--- src/rtl/tjmono2_rx_pkg.sv ---
// Shared types and constants for the TJ-Monopix2 RX delay scan.
// Defaults match the RX core register-7 reset values.
package tjmono2_rx_pkg;

  localparam int N_TAPS  = 32;
  localparam int N_EDGES = 2;
  localparam int TAP_W   = 5;
  localparam int LEN_W   = 6;
  localparam int CNT_W   = 24;

  localparam logic [TAP_W-1:0] RX_DEFAULT_DLY  = 5'd2;
  localparam logic             RX_DEFAULT_EDGE = 1'b1;

  typedef enum logic [2:0] {
    IDLE,
    APPLY,
    SETTLE,
    SNAP,
    DWELL,
    EVAL,
    FINAL,
    DONE_ST
  } state_t;

  // Centre of a window; the sum stays within 0..31 for any real window.
  function automatic logic [TAP_W-1:0] centre_tap(
    input logic [TAP_W-1:0] start,
    input logic [LEN_W-1:0] len
  );
    logic [LEN_W-1:0] half;
    half = (len - 6'd1) >> 1;
    return TAP_W'({1'b0, start} + half);
  endfunction

endpackage

--- src/rtl/tjmono2_rx_window_tracker.sv ---
// Tracks the current and the longest passing tap run of the sweep.
// Ties keep the earlier window because only a strictly longer run wins.
module tjmono2_rx_window_tracker
  import tjmono2_rx_pkg::*;
(
  input  logic             clk,
  input  logic             rst,
  input  logic             clear,
  input  logic             eval,
  input  logic             pass,
  input  logic [TAP_W-1:0] tap,
  input  logic             edge_sel,
  output logic [LEN_W-1:0] best_len,
  output logic [TAP_W-1:0] centre,
  output logic             best_edge
);

  logic [LEN_W-1:0] cur_len;
  logic [LEN_W-1:0] run_len;
  logic [TAP_W-1:0] cur_start;
  logic [TAP_W-1:0] run_start;
  logic [TAP_W-1:0] best_start;
  logic             last_tap;

  // Length and start the run would have if this point passes.
  always_comb begin
    run_len   = cur_len + 6'd1;
    run_start = (cur_len == '0) ? tap : cur_start;
    last_tap  = (tap == TAP_W'(N_TAPS - 1));
  end

  // Run registers; runs never wrap from tap 31 into the next edge.
  always_ff @(posedge clk) begin
    if (rst || clear) begin
      cur_len    <= '0;
      cur_start  <= '0;
      best_len   <= '0;
      best_start <= '0;
      best_edge  <= 1'b0;
    end else if (eval) begin
      if (pass) begin
        cur_start <= run_start;
        cur_len   <= last_tap ? '0 : run_len;
        if (run_len > best_len) begin
          best_len   <= run_len;
          best_start <= run_start;
          best_edge  <= edge_sel;
        end
      end else begin
        cur_len <= '0;
      end
    end
  end

  assign centre = centre_tap(best_start, best_len);

endmodule

--- src/rtl/tjmono2_rx_dly_scan.sv ---
// Link-training sweep over 32 delay taps x 2 IDDR edges.
// Programs the centre of the longest passing window when done.
module tjmono2_rx_dly_scan
  import tjmono2_rx_pkg::*;
#(
  parameter int               SETTLE_CYCLES = 16,
  parameter int               DWELL_CYCLES  = 65536,
  parameter int               MIN_WINDOW    = 4,
  parameter logic [TAP_W-1:0] DEFAULT_DLY   = RX_DEFAULT_DLY,
  parameter logic             DEFAULT_EDGE  = RX_DEFAULT_EDGE
)(
  input  logic                        BUS_CLK,
  input  logic                        BUS_RST,
  input  logic                        START,
  input  logic                        RX_READY,
  input  logic [7:0]                  DEC_ERR_CNT,
  output logic [TAP_W-1:0]            DLY_VALUE,
  output logic                        DLY_LOAD,
  output logic                        SAMPLING_EDGE,
  output logic                        BUSY,
  output logic                        DONE,
  output logic                        FAIL,
  output logic [LEN_W-1:0]            BEST_LEN,
  output logic [N_TAPS*N_EDGES-1:0]   PASS_MAP
);

  state_t           state;
  state_t           state_nx;
  logic [CNT_W-1:0] cnt;
  logic [TAP_W-1:0] tap;
  logic             pt_edge;
  logic             ok;
  logic [7:0]       err_start;

  logic             settle_end;
  logic             dwell_end;
  logic             last_tap;
  logic             last_point;
  logic             pass;
  logic             clear;
  logic             eval;
  logic             win_ok;

  logic [LEN_W-1:0] best_len;
  logic [TAP_W-1:0] centre;
  logic             best_edge;

  assign settle_end = (cnt == CNT_W'(SETTLE_CYCLES - 1));
  assign dwell_end  = (cnt == CNT_W'(DWELL_CYCLES - 1));
  assign last_tap   = (tap == TAP_W'(N_TAPS - 1));
  assign last_point = last_tap & pt_edge;
  assign pass       = ok & (DEC_ERR_CNT == err_start)
                    & (DEC_ERR_CNT != 8'hFF);
  assign clear      = (state == IDLE) & START;
  assign eval       = (state == EVAL);
  assign win_ok     = (best_len >= LEN_W'(MIN_WINDOW));
  assign BUSY       = (state != IDLE) && (state != DONE_ST);

  tjmono2_rx_window_tracker u_track (
    .clk       (BUS_CLK),
    .rst       (BUS_RST),
    .clear     (clear),
    .eval      (eval),
    .pass      (pass),
    .tap       (tap),
    .edge_sel  (pt_edge),
    .best_len  (best_len),
    .centre    (centre),
    .best_edge (best_edge)
  );

  // State register.
  always_ff @(posedge BUS_CLK) begin
    if (BUS_RST) state <= IDLE;
    else         state <= state_nx;
  end

  // Next-state logic; START is only honoured in IDLE.
  always_comb begin
    state_nx = state;
    unique case (state)
      IDLE:    if (START) state_nx = APPLY;
      APPLY:   state_nx = SETTLE;
      SETTLE:  if (settle_end) state_nx = SNAP;
      SNAP:    state_nx = DWELL;
      DWELL:   if (dwell_end) state_nx = EVAL;
      EVAL:    state_nx = last_point ? FINAL : APPLY;
      FINAL:   state_nx = DONE_ST;
      DONE_ST: state_nx = IDLE;
      default: state_nx = IDLE;
    endcase
  end

  // Sweep datapath, delay-line programming and sticky results.
  always_ff @(posedge BUS_CLK) begin
    if (BUS_RST) begin
      DLY_VALUE     <= DEFAULT_DLY;
      SAMPLING_EDGE <= DEFAULT_EDGE;
      DLY_LOAD      <= 1'b0;
      DONE          <= 1'b0;
      FAIL          <= 1'b0;
      BEST_LEN      <= '0;
      PASS_MAP      <= '0;
      cnt           <= '0;
      tap           <= '0;
      pt_edge       <= 1'b0;
      ok            <= 1'b0;
      err_start     <= '0;
    end else begin
      DLY_LOAD <= 1'b0;
      unique case (state)
        IDLE: begin
          if (START) begin
            DONE     <= 1'b0;
            FAIL     <= 1'b0;
            BEST_LEN <= '0;
            PASS_MAP <= '0;
            tap      <= '0;
            pt_edge  <= 1'b0;
          end
        end
        APPLY: begin
          DLY_VALUE     <= tap;
          SAMPLING_EDGE <= pt_edge;
          DLY_LOAD      <= 1'b1;
          cnt           <= '0;
        end
        SETTLE: cnt <= cnt + 1'b1;
        SNAP: begin
          err_start <= DEC_ERR_CNT;
          ok        <= 1'b1;
          cnt       <= '0;
        end
        DWELL: begin
          cnt <= cnt + 1'b1;
          if (!RX_READY) ok <= 1'b0;
        end
        EVAL: begin
          PASS_MAP[{pt_edge, tap}] <= pass;
          tap <= tap + 1'b1;
          if (last_tap) pt_edge <= 1'b1;
        end
        FINAL: begin
          if (win_ok) begin
            DLY_VALUE     <= centre;
            SAMPLING_EDGE <= best_edge;
            FAIL          <= 1'b0;
          end else begin
            DLY_VALUE     <= DEFAULT_DLY;
            SAMPLING_EDGE <= DEFAULT_EDGE;
            FAIL          <= 1'b1;
          end
          DLY_LOAD <= 1'b1;
          BEST_LEN <= best_len;
        end
        DONE_ST: DONE <= 1'b1;
        default: ;
      endcase
    end
  end

endmodule

--- config.mk ---
export PLATFORM = sky130hd
export DESIGN_NAME = tjmono2_rx_dly_scan
export DESIGN_NICKNAME = d
export VERILOG_FILES = /design/src/rtl/tjmono2_rx_pkg.sv /design/src/rtl/tjmono2_rx_window_tracker.sv /design/src/rtl/tjmono2_rx_dly_scan.sv
export SDC_FILE = /design/constraint.sdc
export NUM_CORES = 1
export LEC_CHECK = 0
export ABC_AREA = 1
export BUFFER_PORTS_ARGS = -buffer_cell sky130_fd_sc_hd__buf_4
export CAP_MARGIN = 20
export CORE_UTILIZATION = 59
export DETAILED_ROUTE_END_ITERATION = 16
export GPL_TIMING_DRIVEN = 0
export PLACE_DENSITY_LB_ADDON = 0.05
export SYNTH_ARGS = -nofsm -noshare
export SYNTH_HDL_FRONTEND = slang
export SYNTH_HIERARCHICAL = 1
export SYNTH_SLANG_ARGS = --single-unit
export TNS_END_PERCENT = 5
--- constraint.sdc ---
create_clock -name BUS_CLK -period 2.53 [get_ports BUS_CLK]
set_input_delay 0.1265 -clock BUS_CLK [delete_from_list [all_inputs] [get_ports BUS_CLK]]
set_output_delay 0.1265 -clock BUS_CLK [all_outputs]
set_load 0.02 [all_outputs]
==> out/qor.csv, run 1 <==
stage,metric,value,unit
status,outcome,finished clean,
yosys,synth.distinct_cells,40,
sta,fmax,432,MHz
sta,fin_crit,2.31,ns
placed_design,io_buffers,91,
critical_path,cp_cell_sequence,dlygate4sd3_1 -> buf_4 -> xnor2_1 -> o21ai_0 -> nor2_1 -> nand3_1 -> buf_2 -> buf_2 -> inv_1 -> nand2_2 -> a21oi_4 -> buf_4 -> nand3_1 -> nand2_1 -> nor2_1,
global_route,grt_usage,32.5,%
sta,tns,0,ns
clock_tree,htree_num_levels,4,
yosys,synth_nets,1183,
power_and_ir_drop,vdd_drop_max,0.000536,V
yosys,yosysTopAreaCellShare,38.2,%
global_route,grt_pass1_vias,7048,
die,die_w,115,um
yosys,syn_area,7550,sq um
clock_tree,clkSlewWorstSetupHoldPaths,0.06,ns
hold_path,worstHoldEndpoint,ok,
sta,grt_setup_unrepaired,no,
placed_design,dp_slack,0.256,ns
clock_tree,clk_path_buf_depth,2,
sta,tightest_slew,0.651,ns
clock_tree,cts.sinks,144,
critical_path,cp_max_fo,10,
die,rows,40,
route,met2_length,9880,um
global_route,antenna_found_initial,0,
critical_path,cp.required,2.85,ns
clock_tree,clkLatencyLatePin,0.43,ns
sta,hold_viol_final,0,
hold_path,holdPathStages,3,
yosys,ys_seq_elements,144,
yosys,synth.area.top_cells,"dfxtp_1 (38%), nand2_1 (16%), a21oi_1 (7.8%), nor2_1 (7.4%), inv_1 (5.8%)",
critical_path,r2r_slack,0.23,ns
global_route,grt_pass1_wl,33700,um
critical_path,crit-reg2reg-launch,u_track/cur_len[0],
critical_path,worstPathArrival,2.63,ns
clock_tree,cts_tree,built,
yosys,synth-main-ff-cell,dfxtp_1,
clock_tree,numCtsBuffers,17,
route,num_vias,7901,
global_route,grt_max_degree,17,
yosys,seq_area_frac_synth,38.2,%
die,dieArea,13200,sq um
sta,drv_slew,0,
sta,fin_crit_sh,91.4,%
die,io_pins,92,
sta,fin_skew,0.0101,ns
die,start_util,61.5,%
hold_path,min-delay-start,RX_READY,
yosys,yosysWarnings,6,
die,die_h,115,um
route,m1WireLength,9210,um
route,top_layer,met4,
critical_path,slowest_stage,dlygate4sd3_1,
die,core,12300,sq um
placed_design,place.gp.congestion,0.893,
yosys,synth_edf_count,0,
route,drt-initial-drc-count,812,
yosys,synthArstFlopShare,0,%
route,wl_met3,1520,um
critical_path,critical-path-max-stage-delay,0.55,ns
yosys,synthMostInstantiatedCell,nand2_1,
final_layout,drive_gt1_share,13.8,%
power_and_ir_drop,p_per_area,615,nW/um^2
route,drtAntennaViolNets,0,
sta,max_slew_margin,56.6,%
yosys,synth_common_cells,"nand2_1 (320), nor2_1 (149), dfxtp_1 (144)",
placed_design,dp_hpwl,14400,um
critical_path,rr_endpoint,u_track/best_len[0],
clock_tree,cts-root-buf,clkbuf_16,
yosys,netlist_instances,1154,
critical_path,critPathKind,primary input to flop,
route,drt-total-wl,21000,um
final_layout,area_delta_synth_final,21.2,%
sta,finalSetupViolCount,0,
critical_path,startpoint_type,primary input,
critical_path,rr_worst_depth,12,
final_layout,antenna_cells,0,
route,wl_per_cell,14.5,um
power_and_ir_drop,p_leak,3.94,nW
sta,layout_setup_ws,0.217,ns
yosys,yosysTopAreaCell,dfxtp_1,
flow_run,drv_cap,0,
power_and_ir_drop,finalPower,5.62,mW
critical_path,crit_path_end_kind,flop,
clock_tree,cts_resized,0,
route,via_per_inst,5.44,
hold_path,worstHoldPathType,primary input to flop,
yosys,avgSynthCellArea,6.54,sq um
final_layout,fin_nets,1300,
route,dr.pass1.iters,6,
global_route,grt_overflow,0,
route,route.detailed.drc,0,
cell usage in the layout, fill, tap and decap left out, types with 16 or more instances in the layout:
| cell | n |
|---|---|
| inv_1 | 116 |
| a21oi_1 | 118 |
| o21ai_0 | 79 |
| clkbuf_1 | 24 |
| buf_2 | 23 |
| ha_1 | 16 |
| nor2_1 | 149 |
| nand2_1 | 320 |
| dfxtp_1 | 144 |
| buf_4 | 95 |
| nand3_1 | 66 |
| clkbuf_16 | 17 |
cells by family (layout without fill, tap and decap cells):
group                    Yosys count  count (layout)  synth area share [%]
AO/OA/AOI/OAI                    226             226                  15.6
XOR/XNOR                          15              15                  1.74
adder cells (fa/ha/maj)           17              17                  2.92
buffers and inverters            177             307                  9.60
flip-flops                       144             144                  38.2
AND/OR/NAND/NOR                  575             575                  32.0
registers in the layout, summed over array words and instances (netlist names):
name / flops
FAIL: 1
DLY_VALUE: 5
u_track/best_edge: 1
state: 3
pt_edge: 1
u_track/cur_start: 5
DONE: 1
cnt: 24
u_track/cur_len: 6
PASS_MAP: 64
tap: 5
u_track/best_len: 6
BEST_LEN: 6
ok: 1
SAMPLING_EDGE: 1
err_start: 8
DLY_LOAD: 1
u_track/best_start: 5
how the worst max path moves through the flow:
| stage | slack [ns] | cells past startpoint | to | startpoint |
|---|---|---|---|---|
| floorplan | 0.52 | 13 | u_track/best_len[0] | u_track/cur_len[0] |
| global placement | 0.30 | 12 | u_track/best_len[0] | u_track/cur_len[0] |
| detailed placement | 0.26 | 13 | u_track/best_len[0] | u_track/cur_len[0] |
| CTS | 0.25 | 13 | u_track/best_len[0] | u_track/cur_len[0] |
| global route | 0.09 | 13 | u_track/best_len[0] | u_track/cur_len[0] |
| finish | 0.22 | 15 | u_track/best_len[0] | DEC_ERR_CNT[0] |
worst max-delay path: cells and delay by family:
kind,cells,cell delay [ns]
buffers and inverters,6,1.39
and+or+nand+nor,6,0.58
xor gates and xnor gates,1,0.13
AOI/OAI and AO/OA,2,0.41
power by group:
group	switching [mW]	internal (mW)
clock	1.01	1.70
combinational	0.412	0.160
sequential	0.0348	2.31
total	1.46	4.17
metrics by stage:
stage | hold WS [ns] | instance area, sq um | instances | util (%)
after floorplan | 0.261 | 7550 | 1154 | -
after global placement | 0.380 | 8440 | 1413 | 68.8
after detailed placement | 0.386 | 8440 | 1413 | 68.8
after CTS | 0.00103 | 9150 | 1452 | 74.6
after global routing | 0.0494 | 9150 | 1452 | 74.6
final | 0.0106 | 9150 | 1452 | 74.6
cell type report:
type | instances | area [sq um]
timing repair buffer | 98 | 753
inverter | 122 | 458
clock buffer | 19 | 453
fill | 981 | 3110
tap | 168 | 210
sequential | 144 | 2880
clock inverter | 13 | 186
multi-input combinational | 833 | 3940
buffer | 55 | 267
per-layer routing:
layer  vias up  GRT usage [%]
met5         -              0
met3        47           5.69
li1       3934              -
met2       321           54.3
met1      3599           42.2
met4         0           11.3
what timing repair did:
action	CTS	global route
setup buffers	0	0
hold buffers	7	0
hold endpoints to repair	7	0
No activity file was read; power rests on OpenSTA's default activity.
==> run 2, diff against run 1 <==
- ABC_AREA: 1 -> default
- CORE_UTILIZATION: 59 -> 58
==> run 2 against run 1 <==
- first-iteration DRC count up 28%
- highest routed layer unchanged
- fmax down 6.3%
- die area down 3.1%
- register-to-register slack worse by 0.17 ns
==> out/qor.csv, run 2 <==
stage,metric,value,unit
yosys,netlist_instances,841,
die,die_w,113,um
sta,fin_skew,0.00785,ns
yosys,seq_area_frac_synth,40.1,%
sta,tightest_slew,1.15,ns
die,dieArea,12800,sq um
final_layout,final_common_cell,dfxtp_1,
die,core,12100,sq um
power_and_ir_drop,switching_share,24.1,%
route,route.detailed.drc,0,
yosys,synth-main-ff-cell,dfxtp_1,
yosys,synth_common_cells,"dfxtp_1 (144), a21oi_1 (96), nand3_1 (93)",
power_and_ir_drop,p_per_area,604,nW/um^2
placed_design,place.gp.congestion,0.884,
global_route,grt_overflow,0,
route,dr.pass1.iters,8,
power_and_ir_drop,p_int,4.06,mW
power_and_ir_drop,share_comb_of_total_power,8.5,%
sta,hold_viol_final,0,
critical_path,path_common_cell,a31o_4,
yosys,synth_edf_count,0,
die,start_util,59.6,%
placed_design,dp_slack,-0.400,ns
route,drt-total-wl,21400,um
clock_tree,clkSlewWorstSetupHoldPaths,0.06,ns
yosys,avgSynthCellArea,8.55,sq um
critical_path,worstPathArrival,2.80,ns
global_route,antenna_found_initial,0,
final_layout,drive_gt1_share,20.1,%
critical_path,cp.required,2.86,ns
yosys,yosysTopAreaCellShare,40.1,%
final_layout,fin_nets,989,
yosys,synthMostInstantiatedCell,dfxtp_1,
global_route,grt_usage,34.2,%
route,drtAntennaViolNets,0,
global_route,grt_max_degree,17,
sta,fmax,405,MHz
sta,max_slew_margin,23.2,%
critical_path,crit_path_end_kind,flop,
clock_tree,cts_tree,built,
yosys,synth.distinct_cells,68,
final_layout,final_cell_mix,"dfxtp_1 (143), a21oi_1 (95), buf_4 (94)",
final_layout,largest_reg_flops,64,
yosys,synth_nets,870,
final_layout,antenna_cells,0,
yosys,synth.area.top_cells,"dfxtp_1 (40%), o211ai_1 (7.0%), a21oi_1 (6.7%), nand3_1 (6.5%), mux2i_1 (3.5%)",
power_and_ir_drop,netSwitchingPower,1.29,mW
power_and_ir_drop,p_clk_share,48.2,%
sta,fin_crit_sh,97.6,%
critical_path,critical-path-max-stage-delay,0.45,ns
sta,finalSetupViolCount,0,
die,die_h,113,um
die,io_pins,92,
critical_path,cp_max_fo,10,
placed_design,dp_hpwl,14600,um
sta,layout_setup_ws,0.0611,ns
clock_tree,numCtsBuffers,17,
critical_path,slowest_stage,a2111oi_4,
clock_tree,htree_num_levels,4,
placed_design,io_buffers,91,
critical_path,critPathKind,flop to flop,
final_layout,fillCellCount,934,
route,num_vias,7253,
die,rows,40,
power_and_ir_drop,p_leak,3.29,nW
final_layout,area_delta_synth_final,23.4,%
yosys,yosysWarnings,6,
yosys,yosysTopAreaCell,dfxtp_1,
route,drt-initial-drc-count,1038,
power_and_ir_drop,pwr-share-seq,43.2,%
yosys,syn_area,7190,sq um
route,wl_per_cell,18.7,um
clock_tree,cts.sinks,144,
yosys,synthArstFlopShare,0,%
clock_tree,clk_path_buf_depth,2,
hold_path,worstHoldPathType,primary input to flop,
final_layout,instances_no_fill,1141,
route,via_per_inst,6.36,
clock_tree,cts-root-buf,clkbuf_16,
placed_design,dp_cells,1100,
global_route,grt_pass1_wl,34300,um
sta,drv_slew,0,
flow_run,drv_cap,0,
yosys,ys_seq_elements,144,
critical_path,startpoint_type,flop,
global_route,grt_pass1_vias,6779,
sta,fin_crit,2.47,ns
final_layout,reg_top3,"PASS_MAP: 64 flops, cnt: 24 flops, err_start: 8 flops",
critical_path,cp_cell_sequence,xnor2_1 -> nand3_1 -> a2111oi_4 -> clkbuf_4 -> nand2_1 -> a31o_4 -> a31o_4 -> a211oi_1,
status,outcome,finished clean,
clock_tree,clkLatencyLatePin,0.43,ns
final_layout,largest-register,PASS_MAP,
power_and_ir_drop,vdd_drop_max,0.000605,V
## run 2: cell types whose count changed in the layout (fill, tap and decap cells not counted), moves of 9 or more
cell | before | now
a21oi_1 | 118 | 95
nor2_1 | 149 | 60
nand2_1 | 320 | 40
mux2i_1 | 0 | 25
nor3_1 | 7 | 17
buf_1 | 1 | 10
clkbuf_1 | 24 | 33
a22oi_1 | 2 | 15
o211ai_1 | 3 | 67
nand3_1 | 66 | 93
o21ai_0 | 79 | 14
inv_1 | 116 | 21
## run 2: routing by layer
layer / global-route usage [%] / part of all wire [%] / vias to the layer above
li1: - / - / 3344
met1: 43.7 / 41 / 3471
met2: 55.5 / 47 / 379
met3: 7.55 / 8.5 / 59
met4: 15.7 / 3.3 / 0
met5: 0 / 0 / -
## run 2: cell type report
type / count / area [sq um] / area share, %
well taps: 168 / 210 / 2.37
multi-input cells: 607 / 4000 / 45.1
clock buffers: 21 / 470 / 5.30
inverters: 22 / 83.8 / 0.945
flip-flops and latches: 144 / 2880 / 32.5
repair buffers: 101 / 776 / 8.75
clock inverters: 11 / 136 / 1.54
plain buffers: 67 / 309 / 3.48
## run 2: power groups by stage
stage                     Combinational [mW]  Sequential, mW  Clock, mW
after floorplan                        0.280            2.38          0
after global placement                 0.420            2.36          0
after detailed placement               0.433            2.36          0
after CTS                              0.448            2.31       2.58
after global routing                   0.498            2.32       2.69
final                                  0.457            2.32       2.58
## run 2: per-stage QoR
step                      hold slack (ns)  TNS (ns)  area [sq um]  util, %  total power [mW]
after floorplan                     0.270         0          7190        -              2.66
after global placement              0.379     -5.79          8080     67.0              2.78
after detailed placement            0.398     -6.37          8080     67.0              2.80
after CTS                          0.0749   -0.0183          8800     73.0              5.34
after global routing                0.101   -0.0243          8870     73.5              5.50
final                              0.0768         0          8870     73.5              5.35
## run 2: cells by family (layout without fill, tap and decap cells)
| logic type | Yosys count | in the layout | share of synthesized area, % |
|---|---|---|---|
| and+or+nand+nor | 301 | 301 | 23.2 |
| adders and majority gates | 17 | 17 | 3.06 |
| muxes | 28 | 28 | 3.95 |
| buffers and inverters | 90 | 222 | 5.45 |
| DFF | 144 | 144 | 40.1 |
| AOI/OAI and AO/OA | 240 | 240 | 21.4 |
| xor gates and xnor gates | 21 | 21 | 2.82 |
## run 2: worst max-delay path, delay by kind of cell, from the launching register on
family | cells | cell delay, ns
AOI/OAI and AO/OA | 4 | 1.26
DFF | 1 | 0.35
and+or+nand+nor | 2 | 0.33
buffers and inverters | 1 | 0.31
xor gates and xnor gates | 1 | 0.12
## run 2: worst paths after layout
| kind | startpoint | end | slack, ns | cells after the start |
|---|---|---|---|---|
| setup / recovery | err_start[5] | u_track/best_len[4] | 0.06 | 8 |
| hold / removal | START | DONE | 0.08 | 4 |
| setup reg to reg | err_start[5] | u_track/best_len[4] | 0.06 | 8 |
| hold reg to reg | u_track/best_start[0] | u_track/best_start[0] | 0.48 | 2 |
## run 2: timing repair
| item | in CTS | in global routing |
|---|---|---|
| hold buffers | 8 | 0 |
| hold endpoints to repair | 8 | 0 |
| setup endpoints to repair | 23 | 23 |
| buffers inserted | 0 | 0 |
| resized for setup | 9 | 11 |
==> run 3, diff against run 2 <==
- CORE_ASPECT_RATIO: default -> 0.9
==> run 3 against run 2 <==
- routed wire length is 0.36% lower
- clock skew is 0.0029 ns lower
- sequential power hardly changed
- highest routed layer unchanged
==> out/qor.csv, run 3 (synthesis gave the netlist of run 2 again) <==
stage,metric,value,unit
placed_design,dpl-instance-area,8080,sq um
route,route.detailed.drc,0,
final_layout,final_cell_mix,"dfxtp_1 (141), buf_4 (95), a21oi_1 (95)",
global_route,grt_max_degree,17,
hold_path,holdPathStages,3,
route,drt-total-wl,21300,um
power_and_ir_drop,p_int,4.16,mW
critical_path,critical-path-top-delay-family,compound AO/OA/AOI/OAI gates,
flow_run,drv_cap,0,
sta,drv_slew,0,
route,num_vias,7161,
sta,fin_crit,2.49,ns
sta,max_slew_margin,17.9,%
hold_path,worstHoldPathType,primary input to flop,
power_and_ir_drop,switching_share,23.5,%
clock_tree,cts_setup_buffers,0,
route,drtAntennaViolNets,0,
global_route,top_usage_layer,met2,
route,via_per_inst,6.33,
power_and_ir_drop,p_clk_share,49.0,%
global_route,grt_pass1_wl,33700,um
power_and_ir_drop,netSwitchingPower,1.28,mW
critical_path,cp_cell_sequence,buf_6 -> nand2_1 -> o21a_1 -> or2_2 -> ha_4 -> and4_4 -> a31o_4 -> a31o_1 -> buf_4 -> a211oi_2,
global_route,grt_overflow,0,
final_layout,reg_top3,"PASS_MAP: 64 flops, cnt: 24 flops, err_start: 8 flops",
power_and_ir_drop,pwr-share-seq,42.6,%
final_layout,final_util,73.5,%
final_layout,antenna_cells,0,
power_and_ir_drop,vdd_drop_max,0.000446,V
placed_design,io_buffers,91,
die,core,12100,sq um
final_layout,final_common_cell,dfxtp_1,
global_route,grt_pass1_vias,6635,
power_and_ir_drop,finalPower,5.44,mW
final_layout,fin_nets,988,
global_route,grt_use_met3,7.42,%
global_route,antenna_found_initial,0,
clock_tree,htree_num_levels,4,
critical_path,slowest_stage,or2_2,
power_and_ir_drop,share_comb_of_total_power,8.4,%
sta,hold_viol_final,0,
clock_tree,cts.sinks,144,
critical_path,critPathKind,flop to flop,
die,die_h,108,um
die,start_util,59.5,%
critical_path,critical-path-max-stage-delay,0.33,ns
critical_path,worstPathArrival,2.82,ns
route,drt-initial-drc-count,839,
global_route,met1_usage,44.2,%
sta,fmax,402,MHz
global_route,gr-usage-met2,53.5,%
final_layout,design_area,8870,sq um
clock_tree,clk_path_buf_depth,2,
status,outcome,finished clean,
final_layout,drive_gt1_share,20.4,%
sta,tightest_slew,1.22,ns
final_layout,area_delta_synth_final,23.5,%
placed_design,dp_hpwl,14500,um
critical_path,cp_num_buf_inv,2,
clock_tree,numCtsBuffers,17,
clock_tree,clkSlewWorstSetupHoldPaths,0.06,ns
die,rows,38,
final_layout,largest-register,PASS_MAP,
route,dr.pass1.iters,8,
clock_tree,cts-root-buf,clkbuf_16,
final_layout,largest_reg_flops,64,
sta,fin_skew,0.00496,ns
die,dieArea,12800,sq um
critical_path,rr_worst_depth,10,
critical_path,startpoint_type,flop,
sta,tns,0,ns
global_route,grt_usage,33.4,%
critical_path,path_depth,10,
clock_tree,cts_tree,built,
final_layout,fillCellCount,942,
placed_design,place.gp.congestion,0.886,
die,io_pins,92,
critical_path,cp_max_fo,8,
sta,fin_crit_sh,98.4,%
clock_tree,clkLatencyLatePin,0.42,ns
critical_path,crit_path_end_kind,flop,
route,wl_per_cell,18.8,um
die,die_w,119,um
critical_path,cp.required,2.86,ns
power_and_ir_drop,p_leak,3.30,nW
power_and_ir_drop,p_per_area,612,nW/um^2
sta,finalSetupViolCount,0,
[run 3: cell count changes in the layout (fill, tap and decap cells not counted), sizes merged]
cell | before | now
dlygate4sd3 | 8 | 7
buf | 122 | 123
clkinv | 8 | 7
clkbuf | 59 | 57
bufinv | 3 | 4
[run 3: metrics by stage]
stage	hold slack (ns)	setup WS (ns)	instances
after floorplan	0.270	0.173	841
after global placement	0.377	-0.342	1092
after detailed placement	0.383	-0.428	1093
after CTS	0.0201	-0.0447	1131
after global routing	0.0425	-0.0363	1131
final	0.0301	0.0401	1131
[run 3: power groups by stage]
stage	Sequential [mW]	Combinational, mW	Clock [mW]
after detailed placement	2.36	0.431	0
after CTS	2.31	0.443	2.67
after global placement	2.36	0.421	0
after global routing	2.32	0.493	2.79
after floorplan	2.38	0.280	0
final	2.32	0.456	2.66
[run 3: final timing paths]
check | from | end | slack (ns)
max | u_track/cur_len[2] | u_track/best_len[4] | 0.04
min | DEC_ERR_CNT[2] | err_start[2] | 0.03
max reg2reg | u_track/cur_len[2] | u_track/best_len[4] | 0.04
min reg2reg | u_track/best_edge | u_track/best_edge | 0.47
[run 3: area by class of cell]
cell class              count  area (sq um)  share of cell area, %
well taps                 160           200                   2.26
multi-input cells         607          4000                   45.0
plain buffers              68           320                   3.61
clock buffers              20           467                   5.26
inverters                  22          83.8                  0.945
flip-flops and latches    144          2890                   32.5
clock inverters            11           161                   1.82
repair buffers             99           761                   8.57
[run 3: what timing repair did]
| item | CTS | global route |
|---|---|---|
| hold buffers | 7 | 0 |
| gates resized for setup | 5 | 20 |
| pin swaps | 0 | 1 |
| endpoints found under the hold margin | 7 | 0 |
| setup endpoints to repair | 23 | 23 |
[run 3: layer usage]
layer,vias to the layer above,wire length [um],part of all wire [%]
met5,-,0,0
met4,0,422,2.0
met3,50,1690,7.9
met2,326,10200,48
met1,3447,9030,42
li1,3338,-,-
[run 3: worst min-delay path: cells and delay by family]
family,cells,cell delay (ns)
and+or+nand+nor,1,0.10
buffers and inverters,1,0.11
muxes,1,0.08
